`src/rtl/control_unit_mc_pkg.sv`:
```
// cu_pkg: opcodes, ALU/M operation codes, control-word struct and sequencer state for control_unit_mc
package cu_pkg;
  localparam int ALU_W = 5;
  localparam logic [6:0] OP_R      = 7'b0110011;
  localparam logic [6:0] OP_IMM    = 7'b0010011;
  localparam logic [6:0] OP_LOAD   = 7'b0000011;
  localparam logic [6:0] OP_STORE  = 7'b0100011;
  localparam logic [6:0] OP_BRANCH = 7'b1100011;
  localparam logic [6:0] OP_JAL    = 7'b1101111;
  localparam logic [6:0] OP_JALR   = 7'b1100111;
  localparam logic [6:0] OP_LUI    = 7'b0110111;
  localparam logic [6:0] OP_AUIPC  = 7'b0010111;
  // M ops occupy 16..23 so the code is {2'b10, funct3}
  typedef enum logic [ALU_W-1:0] {
    ALU_ADD = 5'd0, ALU_SUB = 5'd1, ALU_SLL = 5'd2, ALU_SLT = 5'd3,
    ALU_SLTU = 5'd4, ALU_XOR = 5'd5, ALU_SRL = 5'd6, ALU_SRA = 5'd7,
    ALU_OR = 5'd8, ALU_AND = 5'd9, ALU_LUI = 5'd10,
    ALU_MUL = 5'd16, ALU_MULH = 5'd17, ALU_MULHSU = 5'd18, ALU_MULHU = 5'd19,
    ALU_DIV = 5'd20, ALU_DIVU = 5'd21, ALU_REM = 5'd22, ALU_REMU = 5'd23
  } alu_ctrl_e;
  typedef enum logic [1:0] {RES_ALU, RES_MEM, RES_PC4} result_src_t;
  typedef enum logic [2:0] {IMM_I, IMM_S, IMM_B, IMM_U, IMM_J} imm_src_t;
  typedef enum logic [1:0] {LAT_ONE, LAT_MUL, LAT_DIV} lat_t;
  typedef enum logic {RUN, MD_BUSY} md_state_t;
  // all-zero value is the pipeline bubble
  typedef struct packed {
    logic        jump;
    logic        branch;
    logic        jalr;
    logic [2:0]  funct3;
    result_src_t result_src;
    logic        mem_write;
    logic        alu_src;
    alu_ctrl_e   alu_ctrl;
    logic        reg_write;
    logic        illegal;
  } ctrl_t;
  // base integer op from funct3; alt selects sub/sra
  function automatic alu_ctrl_e alu_base(input logic [2:0] f3, input logic alt);
    case (f3)
      3'b000:  return alt ? ALU_SUB : ALU_ADD;
      3'b001:  return ALU_SLL;
      3'b010:  return ALU_SLT;
      3'b011:  return ALU_SLTU;
      3'b100:  return ALU_XOR;
      3'b101:  return alt ? ALU_SRA : ALU_SRL;
      3'b110:  return ALU_OR;
      default: return ALU_AND;
    endcase
  endfunction
endpackage

```
`src/rtl/control_unit_mc_if.sv`:
```
// control_unit_mc_if: D-stage instruction, hazard handshake and E-stage control outputs
//   master: instruction/hazard side (drives ins, ins_valid, stall_in, flush_in)
//   slave : control unit (drives decode, E-stage and sequencer outputs)
interface control_unit_mc_if #(
  parameter int WIDTH = 32,
  parameter int ALU_CTRL_W = 5
);
  logic [WIDTH-1:0]      ins;
  logic                  ins_valid;
  logic                  stall_in;
  logic                  flush_in;
  logic [2:0]            imm_src_d;
  logic                  rs1_used_d;
  logic                  rs2_used_d;
  logic                  jump_e;
  logic                  branch_e;
  logic                  jalr_e;
  logic [2:0]            funct3_e;
  logic [1:0]            result_src_e;
  logic                  mem_write_e;
  logic                  alu_src_e;
  logic [ALU_CTRL_W-1:0] alu_ctrl_e;
  logic                  reg_write_e;
  logic                  illegal_e;
  logic                  md_busy;
  logic                  stall_req;
  modport master (
    output ins, ins_valid, stall_in, flush_in,
    input  imm_src_d, rs1_used_d, rs2_used_d, jump_e, branch_e, jalr_e, funct3_e,
           result_src_e, mem_write_e, alu_src_e, alu_ctrl_e, reg_write_e, illegal_e,
           md_busy, stall_req
  );
  modport slave (
    input  ins, ins_valid, stall_in, flush_in,
    output imm_src_d, rs1_used_d, rs2_used_d, jump_e, branch_e, jalr_e, funct3_e,
           result_src_e, mem_write_e, alu_src_e, alu_ctrl_e, reg_write_e, illegal_e,
           md_busy, stall_req
  );
endinterface

```
`src/rtl/control_unit_mc_decode.sv`:
```
// cu_decode: combinational RV32I(+M) decode to a control word
//   i_op/i_f3/i_f7: instruction fields, i_valid: not a bubble
//   o_ctrl: control word (zero when !i_valid), o_imm_src/o_rs*_used: D-stage hazard info
//   o_lat (M_EXT_EN only): latency class of the op
module cu_decode
  import cu_pkg::*;
(
  input  logic [6:0] i_op,
  input  logic [2:0] i_f3,
  input  logic [6:0] i_f7,
  input  logic       i_valid,
  output ctrl_t      o_ctrl,
  output imm_src_t   o_imm_src,
  output logic       o_rs1_used,
  output logic       o_rs2_used
`ifdef M_EXT_EN
  ,
  output lat_t       o_lat
`endif
);
  logic w_ok;
  always_comb begin
    o_ctrl = '0;
    o_imm_src = IMM_I;
    o_rs1_used = 1'b0;
    o_rs2_used = 1'b0;
`ifdef M_EXT_EN
    o_lat = LAT_ONE;
`endif
    w_ok = 1'b1;
    case (i_op)
      OP_R: begin
        o_ctrl.funct3 = i_f3;
        o_ctrl.reg_write = 1'b1;
        o_rs1_used = 1'b1;
        o_rs2_used = 1'b1;
        o_ctrl.alu_ctrl = alu_base(i_f3, i_f7[5]);
        if (i_f7 == 7'b0100000) w_ok = i_f3 == 3'b000 || i_f3 == 3'b101;
`ifdef M_EXT_EN
        else if (i_f7 == 7'b0000001) begin
          o_ctrl.alu_ctrl = alu_ctrl_e'({2'b10, i_f3});
          o_lat = i_f3[2] ? LAT_DIV : LAT_MUL;
        end
`endif
        else w_ok = i_f7 == 7'b0;
      end
      OP_IMM: begin
        o_ctrl.funct3 = i_f3;
        o_ctrl.alu_src = 1'b1;
        o_ctrl.reg_write = 1'b1;
        o_rs1_used = 1'b1;
        o_ctrl.alu_ctrl = alu_base(i_f3, i_f3 == 3'b101 && i_f7[5]);
        w_ok = i_f3 == 3'b001 ? i_f7 == 7'b0 :
               i_f3 == 3'b101 ? (i_f7 & 7'b1011111) == 7'b0 : 1'b1;
      end
      OP_LOAD: begin
        o_ctrl.funct3 = i_f3;
        o_ctrl.result_src = RES_MEM;
        o_ctrl.alu_src = 1'b1;
        o_ctrl.reg_write = 1'b1;
        o_rs1_used = 1'b1;
        w_ok = !(i_f3 == 3'b011 || i_f3[2:1] == 2'b11);
      end
      OP_STORE: begin
        o_ctrl.funct3 = i_f3;
        o_ctrl.mem_write = 1'b1;
        o_ctrl.alu_src = 1'b1;
        o_imm_src = IMM_S;
        o_rs1_used = 1'b1;
        o_rs2_used = 1'b1;
        w_ok = i_f3 < 3'b011;
      end
      OP_BRANCH: begin
        o_ctrl.funct3 = i_f3;
        o_ctrl.branch = 1'b1;
        o_ctrl.alu_ctrl = ALU_SUB;
        o_imm_src = IMM_B;
        o_rs1_used = 1'b1;
        o_rs2_used = 1'b1;
        w_ok = i_f3[2:1] != 2'b01;
      end
      OP_JAL: begin
        o_ctrl.jump = 1'b1;
        o_ctrl.result_src = RES_PC4;
        o_ctrl.reg_write = 1'b1;
        o_imm_src = IMM_J;
      end
      OP_JALR: begin
        o_ctrl.funct3 = i_f3;
        o_ctrl.jump = 1'b1;
        o_ctrl.jalr = 1'b1;
        o_ctrl.result_src = RES_PC4;
        o_ctrl.alu_src = 1'b1;
        o_ctrl.reg_write = 1'b1;
        o_rs1_used = 1'b1;
        w_ok = i_f3 == 3'b000;
      end
      OP_LUI: begin
        o_ctrl.alu_src = 1'b1;
        o_ctrl.alu_ctrl = ALU_LUI;
        o_ctrl.reg_write = 1'b1;
        o_imm_src = IMM_U;
      end
      OP_AUIPC: begin
        o_ctrl.alu_src = 1'b1;
        o_ctrl.reg_write = 1'b1;
        o_imm_src = IMM_U;
      end
      default: w_ok = 1'b0;
    endcase
    // bubbles and illegal ops carry no side effects and read no registers
    if (!w_ok || !i_valid) begin
      o_ctrl = '0;
      o_ctrl.illegal = i_valid;
      o_imm_src = IMM_I;
      o_rs1_used = 1'b0;
      o_rs2_used = 1'b0;
`ifdef M_EXT_EN
      o_lat = LAT_ONE;
`endif
    end
  end
endmodule

```
`src/rtl/control_unit_mc.sv`:
```
// control_unit_mc: RV32 decode with D/E control register and multi-cycle M-op sequencer
//   clk, rst_n (async, active low)
//   cu (slave): ins/ins_valid/stall_in/flush_in in; decode, E-stage, md_busy, stall_req out
//   Macro M_EXT_EN: enables M decode and the MD_BUSY sequencer (MUL_CYCLES/DIV_CYCLES)
module control_unit_mc
  import cu_pkg::*;
#(
  parameter int WIDTH = 32,
  parameter int ALU_CTRL_W = 5
`ifdef M_EXT_EN
  ,
  parameter int MUL_CYCLES = 2,
  parameter int DIV_CYCLES = 8
`endif
) (
  input logic clk,
  input logic rst_n,
  control_unit_mc_if.slave cu
);
  ctrl_t    w_ctrl;
  ctrl_t    r_ctrl;
  imm_src_t w_imm;
  logic     w_rs1_used;
  logic     w_rs2_used;
  logic     w_stall_req;
`ifdef M_EXT_EN
  lat_t       w_lat;
  logic [3:0] w_len;
  logic [3:0] r_cnt;
  md_state_t  r_state;
`endif
  cu_decode u_decode (
    .i_op      (cu.ins[6:0]),
    .i_f3      (cu.ins[14:12]),
    .i_f7      (cu.ins[WIDTH-1 -: 7]),
    .i_valid   (cu.ins_valid),
    .o_ctrl    (w_ctrl),
    .o_imm_src (w_imm),
    .o_rs1_used(w_rs1_used),
    .o_rs2_used(w_rs2_used)
`ifdef M_EXT_EN
    ,
    .o_lat     (w_lat)
`endif
  );
`ifdef M_EXT_EN
  assign w_len = w_lat == LAT_DIV ? 4'(DIV_CYCLES) : w_lat == LAT_MUL ? 4'(MUL_CYCLES) : 4'd1;
  assign w_stall_req = r_state == MD_BUSY && r_cnt != 4'd0;
  // a counting M op holds E regardless of stall_in; at cnt==0 the state
  // behaves like RUN, so the next op (possibly another M op) loads directly
  always_ff @(posedge clk or negedge rst_n)
    if (!rst_n) begin
      r_state <= RUN;
      r_cnt <= '0;
      r_ctrl <= '0;
    end else if (cu.flush_in) begin
      r_state <= RUN;
      r_cnt <= '0;
      r_ctrl <= '0;
    end else if (w_stall_req) begin
      r_cnt <= r_cnt - 4'd1;
    end else if (!cu.stall_in) begin
      r_ctrl <= w_ctrl;
      r_state <= w_len > 4'd1 ? MD_BUSY : RUN;
      r_cnt <= w_len - 4'd1;
    end
  assign cu.md_busy = r_state == MD_BUSY;
`else
  assign w_stall_req = 1'b0;
  always_ff @(posedge clk or negedge rst_n)
    if (!rst_n) r_ctrl <= '0;
    else if (cu.flush_in) r_ctrl <= '0;
    else if (!cu.stall_in) r_ctrl <= w_ctrl;
  assign cu.md_busy = 1'b0;
`endif
  assign cu.stall_req = w_stall_req;
  assign cu.imm_src_d = w_imm;
  assign cu.rs1_used_d = w_rs1_used;
  assign cu.rs2_used_d = w_rs2_used;
  assign cu.jump_e = r_ctrl.jump;
  assign cu.branch_e = r_ctrl.branch;
  assign cu.jalr_e = r_ctrl.jalr;
  assign cu.funct3_e = r_ctrl.funct3;
  assign cu.result_src_e = r_ctrl.result_src;
  assign cu.mem_write_e = r_ctrl.mem_write;
  assign cu.alu_src_e = r_ctrl.alu_src;
  assign cu.alu_ctrl_e = ALU_CTRL_W'(r_ctrl.alu_ctrl);
  // write-back only in the final occupancy cycle of an M op
  assign cu.reg_write_e = r_ctrl.reg_write && !w_stall_req;
  assign cu.illegal_e = r_ctrl.illegal;
endmodule

```
`src/flat_wrapper.sv`:
```
// flat-port wrapper written by rule: the top's interface ports become plain ports
module control_unit_mc_flat import cu_pkg::*;
#(
  parameter int WIDTH = 32,
  parameter int ALU_CTRL_W = 5

)
  (clk, rst_n, cu_ins, cu_ins_valid, cu_stall_in, cu_flush_in, cu_imm_src_d, cu_rs1_used_d, cu_rs2_used_d, cu_jump_e, cu_branch_e, cu_jalr_e, cu_funct3_e, cu_result_src_e, cu_mem_write_e, cu_alu_src_e, cu_alu_ctrl_e, cu_reg_write_e, cu_illegal_e, cu_md_busy, cu_stall_req);
  control_unit_mc_if #(.WIDTH(WIDTH), .ALU_CTRL_W(ALU_CTRL_W)) cu_i ();
  input logic clk;
  input logic rst_n;
  input wire logic [$bits(cu_i.ins)-1:0] cu_ins;
  input wire logic [$bits(cu_i.ins_valid)-1:0] cu_ins_valid;
  input wire logic [$bits(cu_i.stall_in)-1:0] cu_stall_in;
  input wire logic [$bits(cu_i.flush_in)-1:0] cu_flush_in;
  output wire logic [$bits(cu_i.imm_src_d)-1:0] cu_imm_src_d;
  output wire logic [$bits(cu_i.rs1_used_d)-1:0] cu_rs1_used_d;
  output wire logic [$bits(cu_i.rs2_used_d)-1:0] cu_rs2_used_d;
  output wire logic [$bits(cu_i.jump_e)-1:0] cu_jump_e;
  output wire logic [$bits(cu_i.branch_e)-1:0] cu_branch_e;
  output wire logic [$bits(cu_i.jalr_e)-1:0] cu_jalr_e;
  output wire logic [$bits(cu_i.funct3_e)-1:0] cu_funct3_e;
  output wire logic [$bits(cu_i.result_src_e)-1:0] cu_result_src_e;
  output wire logic [$bits(cu_i.mem_write_e)-1:0] cu_mem_write_e;
  output wire logic [$bits(cu_i.alu_src_e)-1:0] cu_alu_src_e;
  output wire logic [$bits(cu_i.alu_ctrl_e)-1:0] cu_alu_ctrl_e;
  output wire logic [$bits(cu_i.reg_write_e)-1:0] cu_reg_write_e;
  output wire logic [$bits(cu_i.illegal_e)-1:0] cu_illegal_e;
  output wire logic [$bits(cu_i.md_busy)-1:0] cu_md_busy;
  output wire logic [$bits(cu_i.stall_req)-1:0] cu_stall_req;
  assign cu_i.ins = cu_ins;
  assign cu_i.ins_valid = cu_ins_valid;
  assign cu_i.stall_in = cu_stall_in;
  assign cu_i.flush_in = cu_flush_in;
  assign cu_imm_src_d = cu_i.imm_src_d;
  assign cu_rs1_used_d = cu_i.rs1_used_d;
  assign cu_rs2_used_d = cu_i.rs2_used_d;
  assign cu_jump_e = cu_i.jump_e;
  assign cu_branch_e = cu_i.branch_e;
  assign cu_jalr_e = cu_i.jalr_e;
  assign cu_funct3_e = cu_i.funct3_e;
  assign cu_result_src_e = cu_i.result_src_e;
  assign cu_mem_write_e = cu_i.mem_write_e;
  assign cu_alu_src_e = cu_i.alu_src_e;
  assign cu_alu_ctrl_e = cu_i.alu_ctrl_e;
  assign cu_reg_write_e = cu_i.reg_write_e;
  assign cu_illegal_e = cu_i.illegal_e;
  assign cu_md_busy = cu_i.md_busy;
  assign cu_stall_req = cu_i.stall_req;
  control_unit_mc #(.WIDTH(WIDTH), .ALU_CTRL_W(ALU_CTRL_W)) u_core (.clk(clk), .rst_n(rst_n), .cu(cu_i));
endmodule
```
`config.mk`:
```
export PLATFORM = sky130hd
export DESIGN_NAME = control_unit_mc_flat
export DESIGN_NICKNAME = d
export VERILOG_FILES = /design/src/rtl/control_unit_mc_pkg.sv /design/src/rtl/control_unit_mc_if.sv /design/src/rtl/control_unit_mc_decode.sv /design/src/rtl/control_unit_mc.sv /design/src/flat_wrapper.sv
export SDC_FILE = /design/constraint.sdc
export NUM_CORES = 1
export LEC_CHECK = 0
export BUFFER_PORTS_ARGS = -buffer_cell sky130_fd_sc_hd__buf_4
export CAP_MARGIN = 20
export CORE_ASPECT_RATIO = 1.2
export CORE_UTILIZATION = 30
export CTS_BUF_LIST = sky130_fd_sc_hd__clkbuf_4 sky130_fd_sc_hd__clkbuf_8
export DETAILED_ROUTE_END_ITERATION = 10
export PLACE_DENSITY = 0.52
export SLEW_MARGIN = 20
export SYNTH_ARGS = -nofsm -noshare
export SYNTH_HDL_FRONTEND = slang
export SYNTH_HIERARCHICAL = 1
export SYNTH_SLANG_ARGS = --single-unit
```
`constraint.sdc`:
```
create_clock -name clk -period 3.9 [get_ports clk]
set_clock_uncertainty 0.2 [all_clocks]
set_input_delay 0.195 -clock clk [delete_from_list [all_inputs] [get_ports clk]]
set_output_delay 0.195 -clock clk [all_outputs]
set_load 0.05 [all_outputs]
```
==> results.py, run 1 <==
metrics = {
    "drt": {
        "drt_iter0_drc": 87,
        "post_drt_wl_per_cell_um": 13.7,
        "wl_met3_um": 213,
        "first_pass_iters": 4,
        "vias": 1241,
        "vias_per_cell": 5.04,
        "wl_met2_mm": 1.51,
        "wl_met1_mm": 1.60,
        "drt_wl_total_mm": 3.37,
        "drc_errors": 0,
        "top_layer": "met4",
        "drtAntennaViolNets": 0,
    },
    "power_and_ir_drop": {
        "power_density_mw_per_mm2": 234,
        "ir_drop_uv": 170,
        "power.leakage_nw": 0.756,
    },
    "floorplan": {
        "dieArea_mm2": 0.00475,
        "start_util": 0.315,
        "design.core.area_mm2": 0.00426,
        "die_w_um": 63.1,
        "rows": 26,
        "die_h_um": 75.3,
        "io_pins": 61,
    },
    "cts": {
        "cts_htree_levels": 1,
        "path_clk_slew_ns": 0.06,
        "numCtsBuffers": 3,
        "worstSkewPairLatency_ns": 0.24,
        "cts_sinks": 17,
        "cts_tree": "yes",
        "root_buffer": "clkbuf_8",
        "clockBufferDepth": 2,
    },
    "global_route": {
        "grt_pass1_vias": 1112,
        "grt_remaining_overflow": 0,
        "antenna_found_initial": 0,
        "grt_max_degree": 20,
        "track_usage": 0.147,
        "grt_pass1_wl_mm": 5.49,
    },
    "worst_setup_path": {
        "critical_path_arrival_ns": 2.10,
        "reg2reg_depth": 2,
        "crit_chain": "buf_4 -> nand4bb_1 -> buf_4 -> or3_1 -> a311oi_2 -> nor3_4 -> nor4b_1 -> buf_4",
        "worst-path-buf-inv": 3,
        "required_ns": 3.50,
        "criticalPathCategory": "in2out",
        "cp-end-kind": "output port",
        "cp_common_cell": "buf_4",
        "r2r_start": "u_core/cu.funct3_e[0]",
        "cp_top_family": "simple AND/OR/NAND/NOR gates",
        "rr_endpoint": "u_core/cu.funct3_e[0]",
        "critPathLaunchType": "input pin",
        "cp_max_fo": 19,
        "max_stage_delay_ns": 0.35,
        "r2r_slack_ns": 2.98,
        "worst_path_max_delay_cell": "or3_1",
    },
    "logic_synthesis": {
        "synth_edf_count": 0,
        "yosysTopAreaCell": "dfrtp_1",
        "synth.avg_cell_area_um2": 8.50,
        "synth_top_area_share": 0.317,
        "netlist_top_cells_area": "dfrtp_1 (32%), mux2i_1 (13%), nor2_1 (8.7%)",
        "synth_area_mm2": 0.00134,
        "synthDistinctLibCells": 43,
        "synth_warnings": 6,
        "yosysSeqAreaShare": 0.317,
        "ys_ff_latch": 17,
        "async_flop_share": 1.00,
        "synth_cells": 158,
        "synthFlopType": "dfrtp_1",
    },
    "cells_and_area": {
        "num_antenna_cells": 0,
        "drive_gt1_frac": 0.295,
        "final_util": 0.395,
        "syn2layout_area_growth_pct": 25.3,
        "fin_nets": 228,
    },
    "sta": {
        "relSlewSlack": 0.486,
        "hold_viol": 0,
        "tightest_slew_ns": 0.769,
        "max_freq_mhz": 400,
        "finalCritPeriodShare": 0.640,
        "rsz0062_at_grt": "no",
        "fin_tns_setup_ns": 0,
        "drv_slew": 0,
        "setup_viol_count_final": 0,
        "min_period_ns": 2.50,
    },
    "flow_run": {
        "maxCapViolCount": 0,
    },
    "min_path": {
        "min_path_type": "in2reg",
        "holdPathEnd": "u_core/cu.alu_src_e",
        "holdPathStages": 2,
        "hold_start": "cu_flush_in",
    },
    "run_status": {
        "status": "finished clean",
    },
    "placed_design": {
        "port_buffers": 43,
        "dp_hpwl_mm": 2.47,
        "gp_congestion": 0.810,
    },
}
synthesized netlist by cell type (3+ instances only):
library cell	number
nor2_1	31
dfrtp_1	17
mux2i_1	17
nand2_1	13
a21oi_1	5
buf_2	5
buf_4	5
clkbuf_1	5
o21ai_0	5
nand3_1	4
nand2b_1	3
nor2b_1	3
nor3_2	3
nor4b_1	3
o21a_1	3
layout by cell type (no fill, tap or decap), types with 2 or more instances in the layout:
cell type  synthesis  routed
buf_4              5      44
nor2_1            31      31
mux2i_1           17      17
dfrtp_1           17      17
nand2_1           13      13
o21ai_0            5       5
a21oi_1            5       5
nand3_1            4       4
clkbuf_8           0       3
conb_1             2       3
nor2b_1            3       3
nand2b_1           3       3
nor4b_1            3       3
nor3_2             3       3
o21a_1             3       3
nand3b_1           2       2
nor3_1             2       2
a22o_1             2       2
nor4_1             2       2
nor3b_1            2       2
a211oi_1           2       2
power by group:
part | leakage [nW] | internal, mW | switching (mW)
Sequential | 0.236 | 0.178 | 0.000632
Clock | 0.0262 | 0.0792 | 0.0526
Combinational | 0.494 | 0.0322 | 0.0518
sequential cells by signal (all words and copies together), names as in the netlist:
| register | count |
|---|---|
| u_core/cu.jalr_e | 1 |
| u_core/cu.result_src_e | 2 |
| u_core/cu.mem_write_e | 1 |
| u_core/cu.alu_ctrl_e | 5 |
| u_core/cu.branch_e | 1 |
| u_core/cu.jump_e | 1 |
| u_core/cu.illegal_e | 1 |
| u_core/cu.alu_src_e | 1 |
| u_core/cu.reg_write_e | 1 |
| u_core/cu.funct3_e | 3 |
final cells by class:
cell class	count	area (µm²)
fillers	467	2580
multi-input cells	124	797
flip-flops and latches	17	425
repair buffers	45	340
well taps	56	70.1
clock buffers	4	48.8
worst reg2reg max path, stage by stage (launching register included):
cell	delay (ns)
dfrtp_1	0.38
mux2i_1	0.17
nor2_1	0.06
metrics by stage:
step | hold WS [ns] | std cells | setup slack, ns | power [mW] | area [µm²]
3_3_place_gp | -0.134 | 241 | 1.41 | 0.264 | 1620
3_5_place_dp | -0.130 | 241 | 1.39 | 0.265 | 1620
5_1_grt | 0.0663 | 246 | 1.30 | 0.413 | 1680
2_1_floorplan | -0.301 | 159 | 0.734 | 0.239 | 1350
4_1_cts | 0.0448 | 246 | 1.38 | 0.400 | 1680
6_report | 0.0452 | 246 | 1.40 | 0.394 | 1680
worst max-delay path by stage:
stage,from,slack (ns),cells past startpoint,endpoint
final,cu_ins[2],1.40,8,cu_imm_src_d[0]
after global routing,cu_ins[2],1.30,8,cu_rs2_used_d
after CTS,cu_ins[2],1.38,8,cu_imm_src_d[0]
after detailed placement,cu_ins[2],1.39,8,cu_imm_src_d[0]
after global placement,cu_ins[2],1.41,8,cu_imm_src_d[0]
after floorplan,cu_ins[2],0.73,5,cu_imm_src_d[0]
what timing repair did:
item,4_1_cts,5_1_grt
endpoints found under the hold margin,17,0
setup buffers,0,0
resized for setup,0,0
hold buffers,1,0
cell families after synthesis:
| logic type | share of synthesized area |
|---|---|
| AND/OR/NAND/NOR | 0.312 |
| AO/OA/AOI/OAI | 0.140 |
| buffers and inverters | 0.0923 |
| multiplexers | 0.127 |
| flip-flops | 0.317 |
| other | 0.00559 |
| XOR/XNOR | 0.00652 |
per-layer routing:
layer | global-route usage | vias up
li1 | - | 613
met1 | 0.207 | 575
met2 | 0.227 | 48
met3 | 0.0212 | 5
met4 | 0.0620 | 0
met5 | 0 | -
(Power assumes the default switching activity.)
==> run 2, diff against run 1 <==
- ABC_AREA: default -> 1
- PLACE_DENSITY: 0.52 -> 0.55
- clock period: 3.9 -> 2.23 ns (I/O delays scaled with it)
==> results.py, run 2 <==
metrics = {
    "run_status": {
        "status": "finished clean",
    },
    "floorplan": {
        "die_w_um": 61.1,
        "start_util": 0.316,
        "io_pins": 61,
        "die_h_um": 72.9,
        "dieArea_mm2": 0.00445,
        "design.core.area_mm2": 0.00397,
        "rows": 25,
    },
    "cells_and_area": {
        "fin_nets": 271,
        "final_util": 0.411,
        "num_antenna_cells": 0,
        "seq_area_um2": 425,
        "syn2layout_area_growth_pct": 29.9,
        "final_common_cell": "nand2_1",
        "drive_gt1_frac": 0.275,
        "multi_input_area_um2": 678,
        "finalInstanceArea_mm2": 0.00163,
        "final-instance-count-excl-fill": 287,
        "fill_cells": 453,
        "largest_reg_flops": 5,
        "final_cell_mix": "nand2_1 (51), buf_4 (43), nor2_1 (35)",
    },
    "placed_design": {
        "dp_hpwl_mm": 2.29,
        "port_buffers": 43,
        "gp_congestion": 0.815,
        "dp_worst_setup_slack_ns": 0.510,
        "placed_area_mm2": 0.00157,
        "dp_cells": 281,
    },
    "cts": {
        "cts_htree_levels": 1,
        "root_buffer": "clkbuf_8",
        "numCtsBuffers": 3,
        "post_cts_resize_count": 0,
        "worstSkewPairLatency_ns": 0.25,
        "postCtsSetupRepairBufs": 0,
        "clockBufferDepth": 2,
        "path_clk_slew_ns": 0.06,
        "cts_sinks": 17,
        "cts_tree": "yes",
    },
    "min_path": {
        "min_path_type": "in2reg",
        "holdPathEnd": "u_core/cu.illegal_e",
        "holdPathStages": 5,
        "hold_start": "cu_ins_valid",
    },
    "worst_setup_path": {
        "reg2reg_depth": 2,
        "cp_top_family": "simple AND/OR/NAND/NOR gates",
        "max_stage_delay_ns": 0.20,
        "critPathLaunchType": "input pin",
        "worst-path-buf-inv": 2,
        "r2r_slack_ns": 1.39,
        "cp-end-kind": "output port",
        "r2r_start": "u_core/cu.funct3_e[1]",
        "startpoint": "cu_ins[3]",
        "rr_endpoint": "u_core/cu.funct3_e[1]",
        "required_ns": 1.92,
        "criticalPathCategory": "in2out",
        "cp_max_fo": 15,
        "worst_path_max_delay_cell": "nor2_2",
        "critical_path_arrival_ns": 1.39,
        "crit_chain": "buf_4 -> nor2_1 -> nand2_2 -> nor2_2 -> nand3b_1 -> nand4_2 -> nand2_4 -> nor2_1 -> buf_4",
    },
    "logic_synthesis": {
        "synth_most_common_cell": "nand2_1",
        "synth-compound-area-share": 0.0408,
        "synth.avg_cell_area_um2": 6.51,
        "synth_edf_count": 0,
        "synthAdderAreaFrac": 0,
        "ys_ff_latch": 17,
        "synthSimpleGateAreaFrac": 0.490,
        "synthFlopType": "dfrtp_1",
        "synth-xor-area-share": 0,
        "synthTopCellsByCount": "nand2_1 (51), nor2_1 (35), nand3_1 (28), dfrtp_1 (17), inv_1 (13)",
        "synth_warnings": 6,
        "yosys-mux-area-fraction": 0,
        "synth_top_family_by_area": "simple AND/OR/NAND/NOR gates",
        "netlist_top_cells_area": "dfrtp_1 (34%), nand2_1 (15%), nand3_1 (11%)",
        "synth_cells": 193,
        "synthDistinctLibCells": 23,
        "yosysTopAreaCell": "dfrtp_1",
        "synth_area_mm2": 0.00126,
        "yosysSeqAreaShare": 0.339,
        "synth_top_area_share": 0.339,
        "async_flop_share": 1.00,
    },
    "sta": {
        "drv_slew": 0,
        "min_period_ns": 1.70,
        "rsz0062_at_grt": "no",
        "fin_tns_setup_ns": 0,
        "max_freq_mhz": 588,
        "final.setup.worst_slack_ns": 0.529,
        "hold_viol": 0,
        "finalCritPeriodShare": 0.763,
        "whs_ns": 0.00636,
        "setup_viol_count_final": 0,
    },
    "global_route": {
        "grt_remaining_overflow": 0,
        "grt_pass1_vias": 1190,
        "grt_pass1_wl_mm": 5.06,
        "track_usage": 0.149,
        "grt_max_degree": 19,
        "antenna_found_initial": 0,
    },
    "drt": {
        "vias": 1267,
        "drc_errors": 0,
        "wl_met2_mm": 1.43,
        "wl_met3_um": 97,
        "top_layer": "met4",
        "drt_iter0_drc": 26,
        "first_pass_iters": 4,
        "vias_per_cell": 4.41,
        "drt_wl_total_mm": 2.87,
        "drtAntennaViolNets": 0,
        "wl_met1_mm": 1.28,
        "post_drt_wl_per_cell_um": 10.0,
    },
    "power_and_ir_drop": {
        "power.leakage_nw": 0.884,
        "power_mw": 0.663,
        "ir_drop_uv": 165,
        "power_density_mw_per_mm2": 406,
    },
    "flow_run": {
        "maxCapViolCount": 0,
    },
}
-- run 2: final cells by class --
| class | count | area share |
|---|---|---|
| repair buffers | 45 | 0.210 |
| clock buffers | 3 | 0.0253 |
| flip-flops and latches | 17 | 0.261 |
| well taps | 54 | 0.0414 |
| multi-input cells | 148 | 0.416 |
| inverters | 19 | 0.0437 |
| clock inverters | 1 | 0.00307 |
-- run 2: timing repair --
item | 4_1_cts | 5_1_grt
hold buffers | 2 | 0
endpoints found under the hold margin | 31 | 0
setup endpoints to repair | 0 | 0
-- run 2: tightest hold or removal path, stage by stage --
cell,delay (ns)
buf_4,0.13
inv_1,0.05
nor2_1,0.03
nand2_1,0.05
nand2_1,0.04
-- run 2: kinds of logic (layout without fill, tap and decap cells) --
logic type	count (synthesis)	after routing
buffers and inverters	29	68
flip-flops	17	17
AO/OA/AOI/OAI	10	10
AND/OR/NAND/NOR	135	135
other	2	3
-- run 2: per-layer routing --
metal | GRT usage | vias up
li1 | - | 690
met1 | 0.186 | 540
met2 | 0.251 | 32
met3 | 0.0142 | 5
met4 | 0.0682 | 0
met5 | 0 | -
-- run 2: how the worst max path moves through the flow --
stage,to,slack [ns],depth (start not counted)
finish,cu_imm_src_d[2],0.53,9
CTS,cu_imm_src_d[0],0.51,9
global placement,cu_imm_src_d[2],0.51,9
global route,cu_rs1_used_d,0.32,9
detailed placement,cu_imm_src_d[0],0.51,9
floorplan,cu_imm_src_d[0],0.49,7
-- run 2: where the power goes --
group | total, mW | internal [mW] | switching (mW) | leakage (nW)
Combinational | 0.124 | 0.0447 | 0.0797 | 0.622
Sequential | 0.312 | 0.311 | 0.00114 | 0.236
Clock | 0.227 | 0.124 | 0.103 | 0.0255
Total | 0.663 | 0.479 | 0.184 | 0.884
==> run 3, diff against run 2 <==
- clock period: 2.23 -> 1.5 ns (I/O delays scaled with it)
==> results.py, run 3 (same netlist as run 2, synthesis figures left out) <==
metrics = {
    "floorplan": {
        "dieArea_mm2": 0.00445,
        "die_h_um": 72.9,
        "start_util": 0.316,
        "design.core.area_mm2": 0.00397,
        "rows": 25,
        "io_pins": 61,
        "die_w_um": 61.1,
    },
    "cts": {
        "worstSkewPairLatency_ns": 0.24,
        "cts_sinks": 17,
        "numCtsBuffers": 3,
        "clockBufferDepth": 2,
        "cts_tree": "yes",
        "path_clk_slew_ns": 0.06,
        "cts_htree_levels": 1,
        "root_buffer": "clkbuf_8",
    },
    "min_path": {
        "min_path_type": "in2reg",
    },
    "global_route": {
        "grt_pass1_vias": 1363,
        "grt_pass1_wl_mm": 5.59,
        "antenna_found_initial": 0,
        "grt_max_degree": 19,
        "grt_remaining_overflow": 0,
        "track_usage": 0.162,
    },
    "worst_setup_path": {
        "max_stage_delay_ns": 0.18,
        "cp_common_cell": "nor2_4",
        "cp_max_fo": 6,
        "critical_path_arrival_ns": 1.24,
        "worst_path_max_delay_cell": "nor2_4",
        "crit_chain": "buf_4 -> inv_4 -> nand3_4 -> nor2_4 -> nand3b_1 -> nand4_4 -> nand2_8 -> nor2_4 -> buf_8",
        "critPathLaunchType": "input pin",
        "criticalPathCategory": "in2out",
        "required_ns": 1.22,
        "cp-end-kind": "output port",
    },
    "cells_and_area": {
        "final-instance-count-excl-fill": 312,
        "fin_nets": 296,
        "drive_gt1_frac": 0.430,
        "largest_reg_flops": 5,
        "final_cell_mix": "buf_4 (57), nand2_1 (49), nand3_1 (25), nor2_1 (25), dfrtp_1 (17)",
        "finalInstanceArea_mm2": 0.00204,
        "num_antenna_cells": 0,
        "syn2layout_area_growth_pct": 62.5,
        "final_common_cell": "buf_4",
    },
    "placed_design": {
        "gp_congestion": 0.814,
        "port_buffers": 43,
        "dp_worst_setup_slack_ns": -0.130,
        "placed_area_mm2": 0.00171,
        "dp_cells": 300,
        "dp_hpwl_mm": 2.46,
    },
    "flow_run": {
        "maxCapViolCount": 0,
    },
    "drt": {
        "first_pass_iters": 4,
        "drc_errors": 0,
        "drt_wl_total_mm": 3.39,
        "vias_per_cell": 4.69,
        "drtAntennaViolNets": 0,
        "drt_iter0_drc": 25,
        "vias": 1464,
        "post_drt_wl_per_cell_um": 10.9,
    },
    "power_and_ir_drop": {
        "power_density_mw_per_mm2": 525,
        "ir_drop_uv": 247,
        "power.leakage_nw": 1.04,
    },
    "run_status": {
        "violations": "setup timing",
        "status": "complete, but fails checks",
    },
    "sta": {
        "min_period_ns": 1.51,
        "rsz0062_at_grt": "yes",
        "fin_tns_setup_ns": -0.0448,
        "finalCritPeriodShare": 1.01,
        "whs_ns": 0.0203,
        "max_freq_mhz": 660,
        "hold_viol": 0,
        "drv_slew": 0,
        "final.setup.worst_slack_ns": -0.0150,
        "setup_viol_count_final": 4,
    },
}
[run 3: layout make-up]
type                    instances  area, µm²
fillers                       423       1930
multi-input cells             148        845
repair buffers                 70        578
flip-flops and latches         17        425
inverters                      19       76.3
well taps                      54       67.6
clock buffers                   4       48.8
[run 3: report_power, final]
part / leakage, nW / internal [mW] / total [mW] / switching [mW]
logic: 0.775 / 0.105 / 0.257 / 0.152
registers: 0.236 / 0.462 / 0.463 / 0.00155
clock network: 0.0262 / 0.206 / 0.352 / 0.146
total: 1.04 / 0.772 / 1.07 / 0.300
[run 3: repair_timing]
item                                    4_1_cts  5_1_grt
cloned                                        0        0
hold endpoints to repair                     34        0
endpoints found under the setup margin        5       16
pin swaps                                    13        9
resized for setup                            38       18
setup buffers                                 5        0
hold buffers                                  3        0
[run 3: path summary, 6_finish.rpt]
kind,slack (ns),startpoint,depth (start not counted),end
max reg2reg,0.67,u_core/cu.branch_e,2,u_core/cu.branch_e
min in group asynchronous,0.03,rst_n,2,u_core/cu.funct3_e[1]
min reg2reg,0.31,u_core/cu.illegal_e,2,u_core/cu.illegal_e
max in group asynchronous,0.89,rst_n,2,u_core/cu.jump_e
max,-0.01,cu_ins[6],9,cu_imm_src_d[0]
min,0.02,cu_ins_valid,5,u_core/cu.illegal_e
[run 3: per-stage QoR]
step | total power [mW] | util
after floorplan | 0.585 | -
after global placement | 0.679 | 0.430
after detailed placement | 0.679 | 0.430
after CTS | 1.07 | 0.500
after global routing | 1.12 | 0.514
final | 1.07 | 0.514
[run 3: worst max-delay path: cells and delay by family]
kind,cells,cell delay (ns)
simple gates,6,0.79
buf+inv,3,0.36
[run 3: per-layer routing]
metal  track usage  up-vias  part of all wire
met5             0        -                 0
met3        0.0195       10             0.034
met2         0.285       45              0.53
li1              -      737                 -
met1         0.184      672              0.40
met4        0.0909        0             0.033
